### src/rtl/branch_predict_unit.sv
// ============================================================================
// Module   : branch_predict_unit
// Purpose  : Decode-stage branch resolver with a 2-bit BHT fetch predictor and
//            branch/mispredict statistics counters.
// Revision : 1.0  initial release
// ============================================================================
`default_nettype none

module branch_predict_unit #(
  parameter int WIDTH     = 32,
  parameter int BHT_DEPTH = 16,
  parameter int CNT_W     = 16
) (
  input  logic             clk,
  input  logic             reset_n,
  input  logic [31:0]      fetch_pc,
  output logic             pred_taken,
  input  logic             br_valid,
  input  logic [31:0]      br_pc,
  input  logic [5:0]       opcode,
  input  logic [4:0]       rt,
  input  logic [WIDTH-1:0] rs_val,
  input  logic [WIDTH-1:0] rt_val,
  input  logic             pred_in,
  input  logic             stall,
  input  logic             flush,
  output logic             res_valid,
  output logic             res_taken,
  output logic             res_mispredict,
  output logic             res_link,
  output logic [CNT_W-1:0] br_count,
  output logic [CNT_W-1:0] mis_count
);

  localparam int IDX_W = $clog2(BHT_DEPTH);

  localparam logic [5:0] OP_REGIMM = 6'b000001;
  localparam logic [5:0] OP_BEQ    = 6'b000100;
  localparam logic [5:0] OP_BNE    = 6'b000101;
  localparam logic [5:0] OP_BLEZ   = 6'b000110;
  localparam logic [5:0] OP_BGTZ   = 6'b000111;

  localparam logic [4:0] RT_BLTZ   = 5'b00000;
  localparam logic [4:0] RT_BGEZ   = 5'b00001;
  localparam logic [4:0] RT_BLTZAL = 5'b10000;
  localparam logic [4:0] RT_BGEZAL = 5'b10001;

  localparam logic [1:0] BHT_INIT  = 2'b01;
  localparam logic [1:0] BHT_MAX   = 2'b11;
  localparam logic [1:0] BHT_MIN   = 2'b00;

  localparam logic signed [WIDTH-1:0] ZERO = '0;
  localparam logic [CNT_W-1:0]        CNT_MAX = '1;

  logic [1:0]       bht_q [BHT_DEPTH];
  logic [1:0]       bht_d [BHT_DEPTH];
  logic [CNT_W-1:0] br_count_q,  br_count_d;
  logic [CNT_W-1:0] mis_count_q, mis_count_d;
  logic             res_valid_q, res_taken_q, res_mispredict_q, res_link_q;

  logic             is_branch;
  logic             cond;
  logic             link;
  logic             accept;
  logic             mispredict;
  logic [IDX_W-1:0] fetch_idx;
  logic [IDX_W-1:0] upd_idx;

  logic signed [WIDTH-1:0] rs_s;
  logic signed [WIDTH-1:0] rt_s;

  assign rs_s = $signed(rs_val);
  assign rt_s = $signed(rt_val);

  // Condition decode; anything not listed is treated as a non-branch.
  always_comb begin
    is_branch = 1'b0;
    cond      = 1'b0;
    link      = 1'b0;
    case (opcode)
      OP_BEQ: begin
        is_branch = 1'b1;
        cond      = (rs_s == rt_s);
      end
      OP_BNE: begin
        is_branch = 1'b1;
        cond      = (rs_s != rt_s);
      end
      OP_BLEZ: begin
        is_branch = 1'b1;
        cond      = (rs_s <= ZERO);
      end
      OP_BGTZ: begin
        is_branch = 1'b1;
        cond      = (rs_s > ZERO);
      end
      OP_REGIMM: begin
        case (rt)
          RT_BLTZ: begin
            is_branch = 1'b1;
            cond      = (rs_s < ZERO);
          end
          RT_BGEZ: begin
            is_branch = 1'b1;
            cond      = (rs_s >= ZERO);
          end
          RT_BLTZAL: begin
            is_branch = 1'b1;
            cond      = (rs_s < ZERO);
            link      = 1'b1;
          end
          RT_BGEZAL: begin
            is_branch = 1'b1;
            cond      = (rs_s >= ZERO);
            link      = 1'b1;
          end
          default: begin
            is_branch = 1'b0;
          end
        endcase
      end
      default: begin
        is_branch = 1'b0;
      end
    endcase
  end

  assign accept     = br_valid & is_branch & ~stall & ~flush;
  assign mispredict = cond ^ pred_in;

  assign fetch_idx  = fetch_pc[IDX_W+1:2];
  assign upd_idx    = br_pc[IDX_W+1:2];

  // Lookup reads the registered table, so a same-cycle update is not bypassed.
  assign pred_taken = bht_q[fetch_idx][1];

  always_comb begin
    bht_d = bht_q;
    if (accept) begin
      if (cond) begin
        if (bht_q[upd_idx] != BHT_MAX) begin
          bht_d[upd_idx] = bht_q[upd_idx] + 2'd1;
        end
      end else begin
        if (bht_q[upd_idx] != BHT_MIN) begin
          bht_d[upd_idx] = bht_q[upd_idx] - 2'd1;
        end
      end
    end
  end

  always_comb begin
    br_count_d  = br_count_q;
    mis_count_d = mis_count_q;
    if (accept) begin
      if (br_count_q != CNT_MAX) begin
        br_count_d = br_count_q + CNT_W'(1);
      end
      if (mispredict && (mis_count_q != CNT_MAX)) begin
        mis_count_d = mis_count_q + CNT_W'(1);
      end
    end
  end

  always_ff @(posedge clk or negedge reset_n) begin
    if (!reset_n) begin
      for (int i = 0; i < BHT_DEPTH; i++) begin
        bht_q[i] <= BHT_INIT;
      end
    end else begin
      bht_q <= bht_d;
    end
  end

  always_ff @(posedge clk or negedge reset_n) begin
    if (!reset_n) begin
      br_count_q  <= '0;
      mis_count_q <= '0;
    end else begin
      br_count_q  <= br_count_d;
      mis_count_q <= mis_count_d;
    end
  end

  // Result fields are gated by accept so they read zero whenever res_valid is low.
  always_ff @(posedge clk or negedge reset_n) begin
    if (!reset_n) begin
      res_valid_q      <= 1'b0;
      res_taken_q      <= 1'b0;
      res_mispredict_q <= 1'b0;
      res_link_q       <= 1'b0;
    end else begin
      res_valid_q      <= accept;
      res_taken_q      <= accept & cond;
      res_mispredict_q <= accept & mispredict;
      res_link_q       <= accept & link;
    end
  end

  assign res_valid      = res_valid_q;
  assign res_taken      = res_taken_q;
  assign res_mispredict = res_mispredict_q;
  assign res_link       = res_link_q;
  assign br_count       = br_count_q;
  assign mis_count      = mis_count_q;

  logic unused_pc_bits;
  assign unused_pc_bits = ^{fetch_pc[31:IDX_W+2], fetch_pc[1:0],
                            br_pc[31:IDX_W+2], br_pc[1:0]};

endmodule

`default_nettype wire
### config.mk
export PLATFORM = sky130hd
export DESIGN_NAME = branch_predict_unit
export DESIGN_NICKNAME = d
export VERILOG_FILES = /design/src/rtl/branch_predict_unit.sv
export SDC_FILE = /design/constraint.sdc
export NUM_CORES = 1
export LEC_CHECK = 0
export BUFFER_PORTS_ARGS = -buffer_cell sky130_fd_sc_hd__buf_2
export CAP_MARGIN = 20
export CELL_PAD_IN_SITES_DETAIL_PLACEMENT = 1
export CELL_PAD_IN_SITES_GLOBAL_PLACEMENT = 1
export CORE_MARGIN = 2
export CORE_UTILIZATION = 35
export CTS_BUF_LIST = sky130_fd_sc_hd__clkbuf_16
export DETAILED_ROUTE_END_ITERATION = 10
export GPL_TIMING_DRIVEN = 0
export MAX_ROUTING_LAYER = met4
export PLACE_DENSITY = 0.8
export SLEW_MARGIN = 20
export SYNTH_ARGS = -nofsm -noshare
export SYNTH_HDL_FRONTEND = slang
export SYNTH_SLANG_ARGS = --single-unit
### constraint.sdc
create_clock -name clk -period 4.05 [get_ports clk]
set_input_delay 0.405 -clock clk [delete_from_list [all_inputs] [get_ports clk]]
set_output_delay 0.405 -clock clk [all_outputs]
set_load 0.005 [all_outputs]
== After elaboration in Yosys (flattened, before gate mapping) ==
Cells that the tools add are included.

* Add/subtract/negate cells: 4
* Multipliers: 0
* Divide/modulo/power cells: 0
* $lt $le $gt $ge: 7
* Eq/ne operators: 14
* Shift-type cells: 0
* Muxes and demuxes: 19
* Bitwise operators: 11
* Reduce and logical (&&, ||, !) cells: 13

{| class="wikitable"
|+ Operators with widths
! kind !! count
|-
| $mux W32 || 3
|-
| $bwmux W32 || 2
|-
| $add A16 B1 Y16 const B || 2
|-
| $eq A32 B32 Y1 || 1
|-
| $ge A32 B1 Y1 const B || 1
|-
| $gt A32 B1 Y1 const B || 1
|-
| $le A32 B1 Y1 const B || 1
|-
| $lt A32 B1 Y1 const B || 1
|-
| $ne A16 B16 Y1 const B || 2
|-
| $ne A32 B32 Y1 || 1
|-
| $eq A6 B3 Y1 const B || 4
|-
| $bmux W2 S4 || 2
|-
| $eq A5 B5 Y1 const B || 2
|-
| $ge A5 B5 Y1 const B || 2
|-
| $mux W2 || 5
|-
| $not A4 Y5 || 2
|-
| $demux W2 S4 || 1
|-
| $reduce_or A4 Y1 || 2
|-
| $and A1 B1 Y1 || 6
|-
| $eq A6 B1 Y1 const B || 1
|-
| $reduce_or A2 Y1 || 3
|-
| $eq A5 B1 Y1 const B || 1
|-
| $logic_not A5 Y1 || 1
|-
| $lt A5 B1 Y1 const B || 1
|-
| other kinds (13) || 20
|}

* Register bits after elaboration: 68
* Latch bits: 0
* RAM bits: 0
* Bits in read-only memories: 0
* Memories: 0

== Logic depth before layout (Yosys ltp) ==
Gate-level depths: netlist of run 1.

* Depth after elaboration: 8
* Depth in mapped cells: 12
* Mapped depth without buffers: 10

== Least setup slack after synthesis of run 1 ==
OpenSTA, ideal clock, no wires.

* Path kind: input to register
* Start point: input br_pc[2]
* End point: register bht_q[25] (netlist name)
* Setup time: 0.128 ns
* Data arrival time: 3.371 ns
* Data required time: 3.922 ns
* Slack: 0.551 ns
* Stages: 11
* Path buffers: 2
* Path through: buf_1 mux4_2 mux2i_1 nand2_1 o21ai_1 clkbuf_1 inv_1 ha_1 or4_1 a211oi_2 mux2_1

* Word-level cells in the longest chain between the ends: 8

{| class="wikitable"
|+ Ends and longest elaborated chain
! item !! RTL line !! source
|-
| from (decl) || 19 || <nowiki>input logic [31:0] br_pc,</nowiki>
|-
| $not A4 Y5 (not written as such) * || n/a ||
|-
| $bmux W2 S4, or another cell as far along || n/a ||
|-
| $mux W2 (not written as such) / $logic_and A1 B1 Y1 (equally long branches) || n/a ||
|-
| $mux W2 (on tied branches) || n/a ||
|-
| $sub A2 B1 Y2, or another cell as far along || 146 || <nowiki>bht_d[upd_idx] = bht_q[upd_idx] - 2'd1;</nowiki>
|-
| $bwmux W32 (on tied branches) || 146, 142 ||
|-
| $mux W32 (on tied branches) || 145, 141 ||
|-
| $mux W32 || 140 || <nowiki>if (cond) begin</nowiki>
|-
| to (signal assigned) || 171 || <nowiki>bht_q <= bht_d;</nowiki>
|-
| to (decl) || 55 || <nowiki>logic [1:0] bht_q [BHT_DEPTH];</nowiki>
|}

Every way passes the cells marked *; elsewhere a longest branch is shown, timed or not. The select of a mux whose other input is x is not followed.
A chain may end at the register's enable or synchronous reset.

== Worst setup path after layout of run 1 ==
* Start point: input br_pc[2]
* End point: register bht_q[29] (netlist name)

Same word-level chain as after synthesis.

==> results.md, run 1 <==
- Status: finished clean
- Chip Width: 109 um
- RSZ-0062 raised after global routing: false
- Crit path DAT: between 3 and 4 ns
- Fin cells: 617
- Clock Skews: approximately 0.0063 ns
- Fin nets: a little over 600
- HP Class: in -> reg
- Fillers: 1,212
- Clock Pin Slew Worst Setup and Hold Paths: ~0.060 ns
- Ports: between 150 and 200
- Routability congestion estimate from global placement: 0.787
- Share of layout cells above drive strength 1: between 40% and 50%
- Yosys warning count: 0
- Core area: 10,800 um2
- Primary flip-flop cell chosen by synthesis mapping: dfrtp_1
- CTS tree: built
- Critical Path RT: ~4.3 ns
- Worst Tran Pin Value: 0.670 ns
- Endpoints failing setup: 0
- CP max stage delay: roughly 0.56 ns
- Setup repair bufs after CTS: 0
- Clock Sinks: 68
- Post-synthesis register bit count: 68
- Sequential area share after synthesis: 44.3%
- Chip Height: approximately 110 um
- Syn avg cell area: between 10 and 15 um2
- Pwr dens: between 300 and 400 nW/um2
- Largest net degree at the start of global routing: slightly below 60
- Antenna violations before repair: 0
- Initial core utilization: a little over a third
- DR WL met3: 687 um
- Post-synthesis cell area: slightly below 4000 um2
- Cells after Synth: ~340
- EDFF count, synth: 0
- Syn nets: 486
- Die area: approximately 12,000 um2
- Gr ovfl total: 0
- Crit path kind: in -> reg
- Final min period: ~3.6 ns
- Endpoints failing hold: 0
- Core Rows: 38
- Final WS setup: about 0.44 ns
- Cts bufs inserted: 9
- Crit-path slowest cell: mux4_2
- DRT antenna net count: 0
- Fmax: about 280 MHz
- VDD IR-drop max: about 150 uV
- Dpl ws: -0.404 ns
- Drt total wl: ~11 mm
- Final Cycle Share: between 80% and 90%
- Synth-to-Final Area Change: 28.0%
- CP Cell Sequence: buf_2 -> mux4_2 -> mux2_2 -> o21ai_2 -> clkbuf_1 -> ha_1 -> inv_1 -> or3_1 -> nand4_1 -> or3_1 -> mux2_4
- Worst skew pair latency: around 0.33 ns
- Number of diodes: 0
- Post-Route M1 WL: ~4.3 mm
- Vias: 3,224
- Crit. Startpoint: br_pc[2]
- Fin. max-slew vios: 0
- DRT Pass-1 Iters: 4
- Detail Placement HPWL: roughly 8.9 mm
- Placed cells: ~600
- Top cell by count, worst path: or3_1
- Crit path capture type: flip-flop
- Leakage: roughly 2.4 nW
- Drc violations: 0
- Drt wl/cell: ~18 um
- CTS max path bufs: 2
- Min-Delay Startpoint: rt[4]
- Vias/cell: 5.23
- Critical path launch point type: input port
- Slew headroom: 55.3%
- First-pass GRT wire length: approximately 18 mm
- Peak fanout along the critical path: 12
- FFs w/ async S/R, synth: 100%
- Vias in the first global route: 3,583
- Top Metal Used: met4
- CTS root buf: clkbuf_16
- Initial DRC Count: 117
- # port buffers: approximately 120
- WL met2: slightly above 6 mm
- Post-layout util: around 46%
- Yosys cell types: 39
- Total global-route track usage: 19.9%
- CTS H-tree depth: 3
- Max-cap viol count: 0
- Setup_tns: 0 ns
synthesized netlist by cell type, drive strengths merged (4+ instances only):
library cell | instances | area (um2)
and3 | 10 | 62.6
clkbuf | 6 | 22.5
dfrtp | 52 | 1300
dfstp | 16 | 420
ha | 4 | 50.1
inv | 6 | 22.5
mux2 | 35 | 402
mux4 | 14 | 315
nand2 | 18 | 67.6
nand3 | 10 | 50.1
nand4 | 22 | 138
nor2 | 30 | 120
nor4 | 17 | 106
xnor2 | 22 | 193
xor2 | 42 | 368
kinds of logic (layout without fill, tap and decap cells):
| family | count (synthesis) | after routing | share of synthesized area, % |
|---|---|---|---|
| AO/OA/AOI/OAI | 8 | 8 | 1.93 |
| flip-flops | 68 | 68 | 44.3 |
| XOR/XNOR | 64 | 64 | 14.4 |
| buffers and inverters | 16 | 156 | 1.58 |
| AND/OR/NAND/NOR | 125 | 125 | 17.2 |
| adder cells (fa/ha/maj) | 4 | 4 | 1.29 |
| multiplexers | 52 | 52 | 19.3 |
final cells by class:
cell class	count	area (um2)	area share, %
Timing Repair Buffer	125	656	13.2
Inverter	7	26.3	0.528
Buffer	8	31.3	0.629
Sequential cell	68	1720	34.6
Clock inverter	7	31.3	0.629
Multi-Input combinational cell	253	2110	42.4
Tap cell	140	175	3.52
Clock buffer	9	225	4.53
report_power, final:
group          internal [mW]  switching, mW  total (mW)  leakage (nW)
clock network          0.401          0.281       0.682         0.142
logic                 0.0734         0.0899       0.163          1.41
registers              0.690        0.00903       0.699         0.884
metal layers:
layer,GRT usage (%),vias to the layer above
met5,-,-
met4,8.68,0
met3,3.26,22
met2,37.3,110
met1,20.2,1604
li1,-,1488
per-stage QoR:
step                      hold WS, ns  area (um2)  power [mW]
after floorplan                 0.109        3890       0.771
after global placement          0.476        4680       0.864
after detailed placement        0.268        4710       0.874
after CTS                       0.297        4970        1.56
after global routing            0.321        4970        1.60
final                           0.302        4970        1.54
worst max-delay path: cells and delay by family:
kind | cells | cell delay [ns]
compound gates | 1 | 0.33
fa+ha+maj | 1 | 0.23
buf+inv | 3 | 0.78
mux | 3 | 1.16
simple gates | 3 | 0.91
timing repair:
item                                   CTS  global route
resized for setup                        0             1
cloned                                   0             0
hold buffers                             1             0
endpoints found under the hold margin    3             0
setup endpoints to repair                6             3
worst paths after layout:
| check | to | slack, ns | depth (start not counted) |
|---|---|---|---|
| max reg2reg | bht_q[29] | 0.57 | 10 |
| max | bht_q[29] | 0.44 | 11 |
| min reg2reg | mis_count[14] | 0.49 | 1 |
| max in group asynchronous | asynchronous set/reset pin | 2.99 | 3 |
| min | res_link | 0.30 | 3 |
| min in group asynchronous | bht_q[31] | 0.47 | 2 |
cells in the final DEF (no fill, tap or decap), types with 2 or more instances in the layout:
cell type	count
buf_2	123
dfrtp_1	52
xor2_1	42
nor2_1	29
mux2_2	23
nand4_1	22
xnor2_1	22
nand2_1	18
nor4_1	17
dfstp_2	16
mux4_2	14
inv_1	11
nand3_1	10
and3_1	10
mux2_1	10
clkbuf_16	9
clkbuf_1	6
ha_1	4
nand2b_1	3
nor2b_1	3
or3_1	3
mux2i_1	2
o21ai_2	2
or4_1	2
nor3_1	2
mux2_4	2
and4_1	2
Note: power is estimated with default switching activity, not from simulation.
==> inputs of run 2 (changes only) <==
--- a/config.mk
+++ b/config.mk
@@ -15,7 +15,7 @@
 export DETAILED_ROUTE_END_ITERATION = 10
 export GPL_TIMING_DRIVEN = 0
 export MAX_ROUTING_LAYER = met4
-export PLACE_DENSITY = 0.8
+export PLACE_DENSITY_LB_ADDON = 0.1
 export SLEW_MARGIN = 20
 export SYNTH_ARGS = -nofsm -noshare
 export SYNTH_HDL_FRONTEND = slang
==> run 2 against run 1 <==
  * The flow now finishes with violations (hold timing)
  * Fmax fell by 3.4%
  * Register-to-register slack lost 0.13 ns
  * Critical path depth is 1 lower
  * Routed wire length shrank 6.8%
  * First-iteration DRC count down 26%
  * Worst hold slack worse by 0.30 ns
  * Core utilization up 0.069 points
  * Combinational power is 5% lower
  * Critical endpoint is now bht_q[25]
  * Highest routed layer unchanged
==> results.md, run 2 (synthesis results as in run 1) <==
- Status: finished with violations
- Violated checks: hold timing
- Number of diodes: 0
- Fmax: about 270 MHz
- Cts bufs inserted: 9
- Crit path DAT: between 3 and 4 ns
- Final Cycle Share: 92.2%
- Largest net degree at the start of global routing: 40
- Most common cell after layout, fill and taps aside: buf_2
- VDD IR-drop max: 310 uV
- Drc violations: 0
- Peak fanout along the critical path: 12
- Leakage: about 2.4 nW
- Fin nets: between 600 and 700
- Post-cts gate resize count: 0
- DRT antenna net count: 0
- Share of layout cells above drive strength 1: 41.8%
- Design area: between 4000 and 5000 um2
- Final worst hold slack: -0.00133 ns
- CTS H-tree depth: 3
- Setup repair bufs after CTS: 0
- Crit path buffers/inverters: 3
- Clock Skews: slightly above 0.008 ns
- Crit. Startpoint: br_pc[2]
- Final min period: 3.73 ns
- Worst Tran Pin Value: between 0.6 and 0.7 ns
- Die area: around 12,000 um2
- Detail Placement HPWL: between 8 and 9 mm
- Vias/cell: just over 5
- Crit path max-delay family: multiplexers
- Drt wl/cell: around 17 um
- HP Class: in -> async
- DRT Pass-1 Iters: 4
- CP max stage delay: around 0.55 ns
- Initial core utilization: between 30% and 40%
- Vias in the first global route: 3,358
- Total global-route track usage: 19.8%
- Synth-to-Final Area Change: 28.2%
- Endpoints failing hold: 1
- Vias: between 3,000 and 4,000
- Drt total wl: 10.6 mm
- CTS tree: built
- Max-cap viol count: 0
- Core Rows: 38
- Chip Height: roughly 110 um
- Antenna violations before repair: 0
- First-pass GRT wire length: about 17 mm
- Critical path launch point type: input port
- Worst R2R Setup Slack: roughly 0.44 ns
- Worst skew pair latency: approximately 0.34 ns
- CP Cell Sequence: buf_2 -> mux4_2 -> mux2_2 -> o21ai_1 -> clkbuf_1 -> inv_1 -> ha_1 -> or4_1 -> a211oi_2 -> mux2_1
- Crit path capture type: flip-flop
- Most frequent cells in the layout: 123 x buf_2, 52 x dfrtp_1, 42 x xor2_1
- # port buffers: ~120
- Clock Sinks: 68
- Clock Pin Slew Worst Setup and Hold Paths: ~0.060 ns
- CTS max path bufs: 2
- Endpoints failing setup: 0
- RSZ-0062 raised after global routing: false
- Fin. max-slew vios: 0
- Gr ovfl total: 0
- Crit path kind: in -> reg
- Crit-path slowest cell: mux4_2
- Critical Path RT: about 4.3 ns
- Chip Width: roughly 110 um
- CTS root buf: clkbuf_16
- Slew headroom: 58.3%
- Initial DRC Count: 86
- Core area: 10,800 um2
- Dpl cell area: roughly 4700 um2
- Ports: approximately 180
- Routability congestion estimate from global placement: about 0.83
- Pwr dens: around 320 nW/um2
## run 2: cell count changes in the layout (fill, tap and decap cells not counted)
cell / previous run / this run
inv_1: 11 / 8
clkinv_1: 1 / 3
o21ai_2: 2 / 1
buf_16: 1 / 0
clkinvlp_4: 1 / 2
o21ai_1: 1 / 2
clkinv_2: 1 / 0
bufinv_16: 0 / 1
buf_12: 0 / 1
dlygate4sd3_1: 1 / 0
## run 2: final cells by class
| cell class | instances | area [um2] |
|---|---|---|
| plain buffers | 8 | 31.3 |
| repair buffers | 124 | 638 |
| inverters | 7 | 26.3 |
| well taps | 140 | 175 |
| multi-input cells | 253 | 2100 |
| clock inverters | 7 | 60.1 |
| fillers | 1251 | 5860 |
| clock buffers | 9 | 225 |
| flip-flops and latches | 68 | 1720 |
## run 2: worst reg2reg max path: stages, from the launching register on
cell and delay, ns:
dfstp_2 0.36, mux4_2 0.46, mux2_2 0.27, o21ai_1 0.50, clkbuf_1 0.40, inv_1 0.10
ha_1 0.23, or4_1 0.55, a211oi_2 0.29, mux2_1 0.35
## run 2: final timing paths
kind / end / cells past startpoint
max: bht_q[25] / 10
min: bht_q[25] / 1
max reg2reg: bht_q[25] / 9
min reg2reg: br_count[10] / 1
max in group asynchronous: asynchronous set/reset pin / 2
min in group clk: res_link / 3
## run 2: timing repair
item / CTS / global route
endpoints found under the hold margin: 0 / 0
endpoints found under the setup margin: 1 / 0
hold buffers: 0 / 0
## run 2: layer usage
layer	vias up	wire length [um]	GRT usage [%]
met5	-	0	-
met4	0	285	7.96
met3	23	574	4.56
met2	86	5190	32.1
met1	1540	4540	24.0
li1	1495	-	-
## run 2: power by group
part / switching (mW) / total (mW) / leakage [nW] / internal, mW
combinational: 0.0830 / 0.155 / 1.40 / 0.0718
clock: 0.290 / 0.758 / 0.139 / 0.467
sequential: 0.00826 / 0.698 / 0.884 / 0.690
## run 2: per-stage QoR
stage | total power [mW] | instances | setup TNS (ns) | setup WS (ns) | utilization, %
6_report | 1.61 | 616 | 0 | 0.315 | 46.0
5_1_grt | 1.69 | 616 | 0 | 0.00695 | 46.0
3_3_place_gp | 0.861 | 600 | -5.69 | -0.293 | 43.2
2_1_floorplan | 0.771 | 337 | 0 | 0.551 | -
3_5_place_dp | 0.867 | 601 | -6.88 | -0.342 | 43.4
4_1_cts | 1.64 | 616 | 0 | 0.274 | 46.0
==> inputs of run 3 (changes only) <==
--- a/config.mk
+++ b/config.mk
@@ -16,6 +16,7 @@
 export GPL_TIMING_DRIVEN = 0
 export MAX_ROUTING_LAYER = met4
 export PLACE_DENSITY_LB_ADDON = 0.1
+export REMOVE_ABC_BUFFERS = 1
 export SLEW_MARGIN = 20
 export SYNTH_ARGS = -nofsm -noshare
 export SYNTH_HDL_FRONTEND = slang
==> run 3 against run 2 <==
  * The flow now finishes without violations
  * Clock skew about the same
  * Flip-flop and latch count unchanged
  * First-iteration DRC count up 43%
  * Fmax up 6.4%
==> results.md, run 3 (synthesis results as in run 1) <==
- Status: finished clean
- Crit path DAT: 3.73 ns
- Routability congestion estimate from global placement: roughly 0.77
- Clock Pin Slew Worst Setup and Hold Paths: 0.06 ns
- Final worst hold slack: 0.296 ns
- Worst Hold Depth: 3
- Switching power: 0.379 mW
- CTS H-tree depth: 3
- Design area: 4990 um2
- Pwr dens: 323 nW/um2
- Cts bufs inserted: 9
- Share of layout cells above drive strength 1: ~43%
- Hold Path Sink: res_link
- Peak fanout along the critical path: 18
- Critical path launch point type: input port
- Most common cell after layout, fill and taps aside: buf_2
- Drc violations: 0
- HP Class: in -> reg
- Fin nets: 615
- Synth-to-Final Area Change: 28.4%
- Register area: ~1700 um2
- CTS root buf: clkbuf_16
- Initial core utilization: 35.9%
- Setup repair bufs after CTS: 0
- Vias: between 3,000 and 4,000
- Dpl cell area: roughly 4700 um2
- Comb power frac: under 10%
- Crit path max-delay family: multiplexers
- CP Cell Sequence: buf_2 -> mux4_2 -> mux2_2 -> o21ai_2 -> inv_1 -> ha_1 -> or4_1 -> a211oi_2 -> mux2_1
- CTS max path bufs: 2
- Final WS setup: 0.540 ns
- Crit path buffers/inverters: 2
- Sw Ratio: between 20% and 30%
- Initial DRC Count: 123
- Endpoints failing hold: 0
- Gr ovfl total: 0
- Antenna violations before repair: 0
- Worst skew pair latency: ~0.33 ns
- Clock share of power: 46.9%
- Reg-to-reg endpoint: bht_q[25]
- Register share of total power: around 43%
- Clock Skews: just under 0.008 ns
- Final Cycle Share: roughly 87%
- Vias in the first global route: around 3,300
- Core area: about 11,000 um2
- Chip Height: 109 um
- Area occupied by multi-input gates: about 2100 um2
- VDD IR-drop max: between 200 and 250 uV
- Worst Tran Pin Value: between 0.8 and 0.9 ns
- Drt wl/cell: ~17 um
- Core Rows: 38
- CTS tree: built
- Fin. max-slew vios: 0
- DRT antenna net count: 0
- # port buffers: between 100 and 150
- R2R cell count: 8
- Slew headroom: approximately two fifths
- Dpl ws: approximately 0.14 ns
- Most frequent cells in the layout: 124 x buf_2, 52 x dfrtp_1, 41 x xor2_1
- Endpoints failing setup: 0
- RSZ-0062 raised after global routing: false
- Min-Delay Startpoint: rt[4]
- Leakage: roughly 2.4 nW
- Total global-route track usage: a little under a fifth
- Drt total wl: about 11 mm
- Fmax: approximately 280 MHz
- First-pass GRT wire length: between 15 and 20 mm
- Ports: approximately 180
- Fillers: 1,218
- Crit path kind: in -> reg
- Crit path capture type: flip-flop
- Cell Int Power: around 1.2 mW
- Die area: 12,000 um2
- Final min period: approximately 3.5 ns
- Critical Path RT: 4.27 ns
- Number of diodes: 0
- Crit-path slowest cell: mux4_2
- Max-cap viol count: 0
- CP max stage delay: about 0.58 ns
- Vias/cell: between 5 and 6
- Clock Sinks: about 70
- Chip Width: 109 um
- DRT Pass-1 Iters: 4
- Worst R2R Setup Slack: roughly 0.67 ns
- Detail Placement HPWL: 7.90 mm
- Largest net degree at the start of global routing: 57
run 3: cell count changes in the layout (fill, tap and decap cells not counted), sizes merged:
cell         before  now
dlygate4sd3       0    1
clkbuf           15    9
run 3: repair_timing:
item | in CTS | in global routing
gates resized for setup | 0 | 0
endpoints found under the hold margin | 6 | 0
hold buffers | 1 | 0
setup endpoints to repair | 0 | 0
run 3: worst max path at each step:
stage / from / endpoint / cells past startpoint
after floorplan: br_pc[2] / bht_q[25] / 8
after global placement: br_pc[2] / bht_q[17] / 7
after detailed placement: br_pc[2] / bht_q[19] / 7
after CTS: br_pc[2] / bht_q[1] / 7
after global routing: br_pc[2] / bht_q[27] / 10
final: br_pc[2] / bht_q[25] / 9
run 3: worst register-to-register path, delay by kind of cell (launching register included):
kind / cells / cell delay, ns
buffers and inverters: 1 / 0.12
multiplexers: 3 / 1.14
AND/OR/NAND/NOR: 1 / 0.54
flip-flops: 1 / 0.36
AO/OA/AOI/OAI: 2 / 0.85
adder cells (fa/ha/maj): 1 / 0.25
run 3: through the flow:
| stage | instances | util, % | total power, mW | setup TNS [ns] |
|---|---|---|---|---|
| after floorplan | 328 | - | 0.765 | 0 |
| after global placement | 593 | 42.9 | 0.860 | -4.09 |
| after detailed placement | 594 | 43.2 | 0.869 | 0 |
| after CTS | 611 | 46.0 | 1.64 | 0 |
| after global routing | 611 | 46.0 | 1.68 | 0 |
| final | 611 | 46.0 | 1.61 | 0 |
run 3: metal layers:
metal / GRT usage [%] / part of all wire (%) / up-vias
met2: 31.7 / 49 / 93
met1: 22.7 / 42 / 1604
met5: - / 0 / -
li1: - / - / 1477
met4: 7.78 / 2.4 / 0
met3: 4.15 / 5.7 / 21
run 3: power groups by stage:
| stage | clock [mW] | combinational [mW] | sequential, mW |
|---|---|---|---|
| 2_1_floorplan | 0 | 0.0558 | 0.709 |
| 3_3_place_gp | 0 | 0.151 | 0.709 |
| 3_5_place_dp | 0 | 0.158 | 0.710 |
| 4_1_cts | 0.780 | 0.160 | 0.699 |
| 5_1_grt | 0.807 | 0.175 | 0.700 |
| 6_report | 0.755 | 0.157 | 0.699 |
run 3: area by class of cell:
cell class	instances	share of cell area [%]
Clock buffer	9	4.51
Clock inverter	7	1.23
Inverter	7	0.526
Multi-Input combinational cell	253	42.4
Sequential cell	68	34.5
Tap cell	140	3.51
Timing Repair Buffer	127	13.3
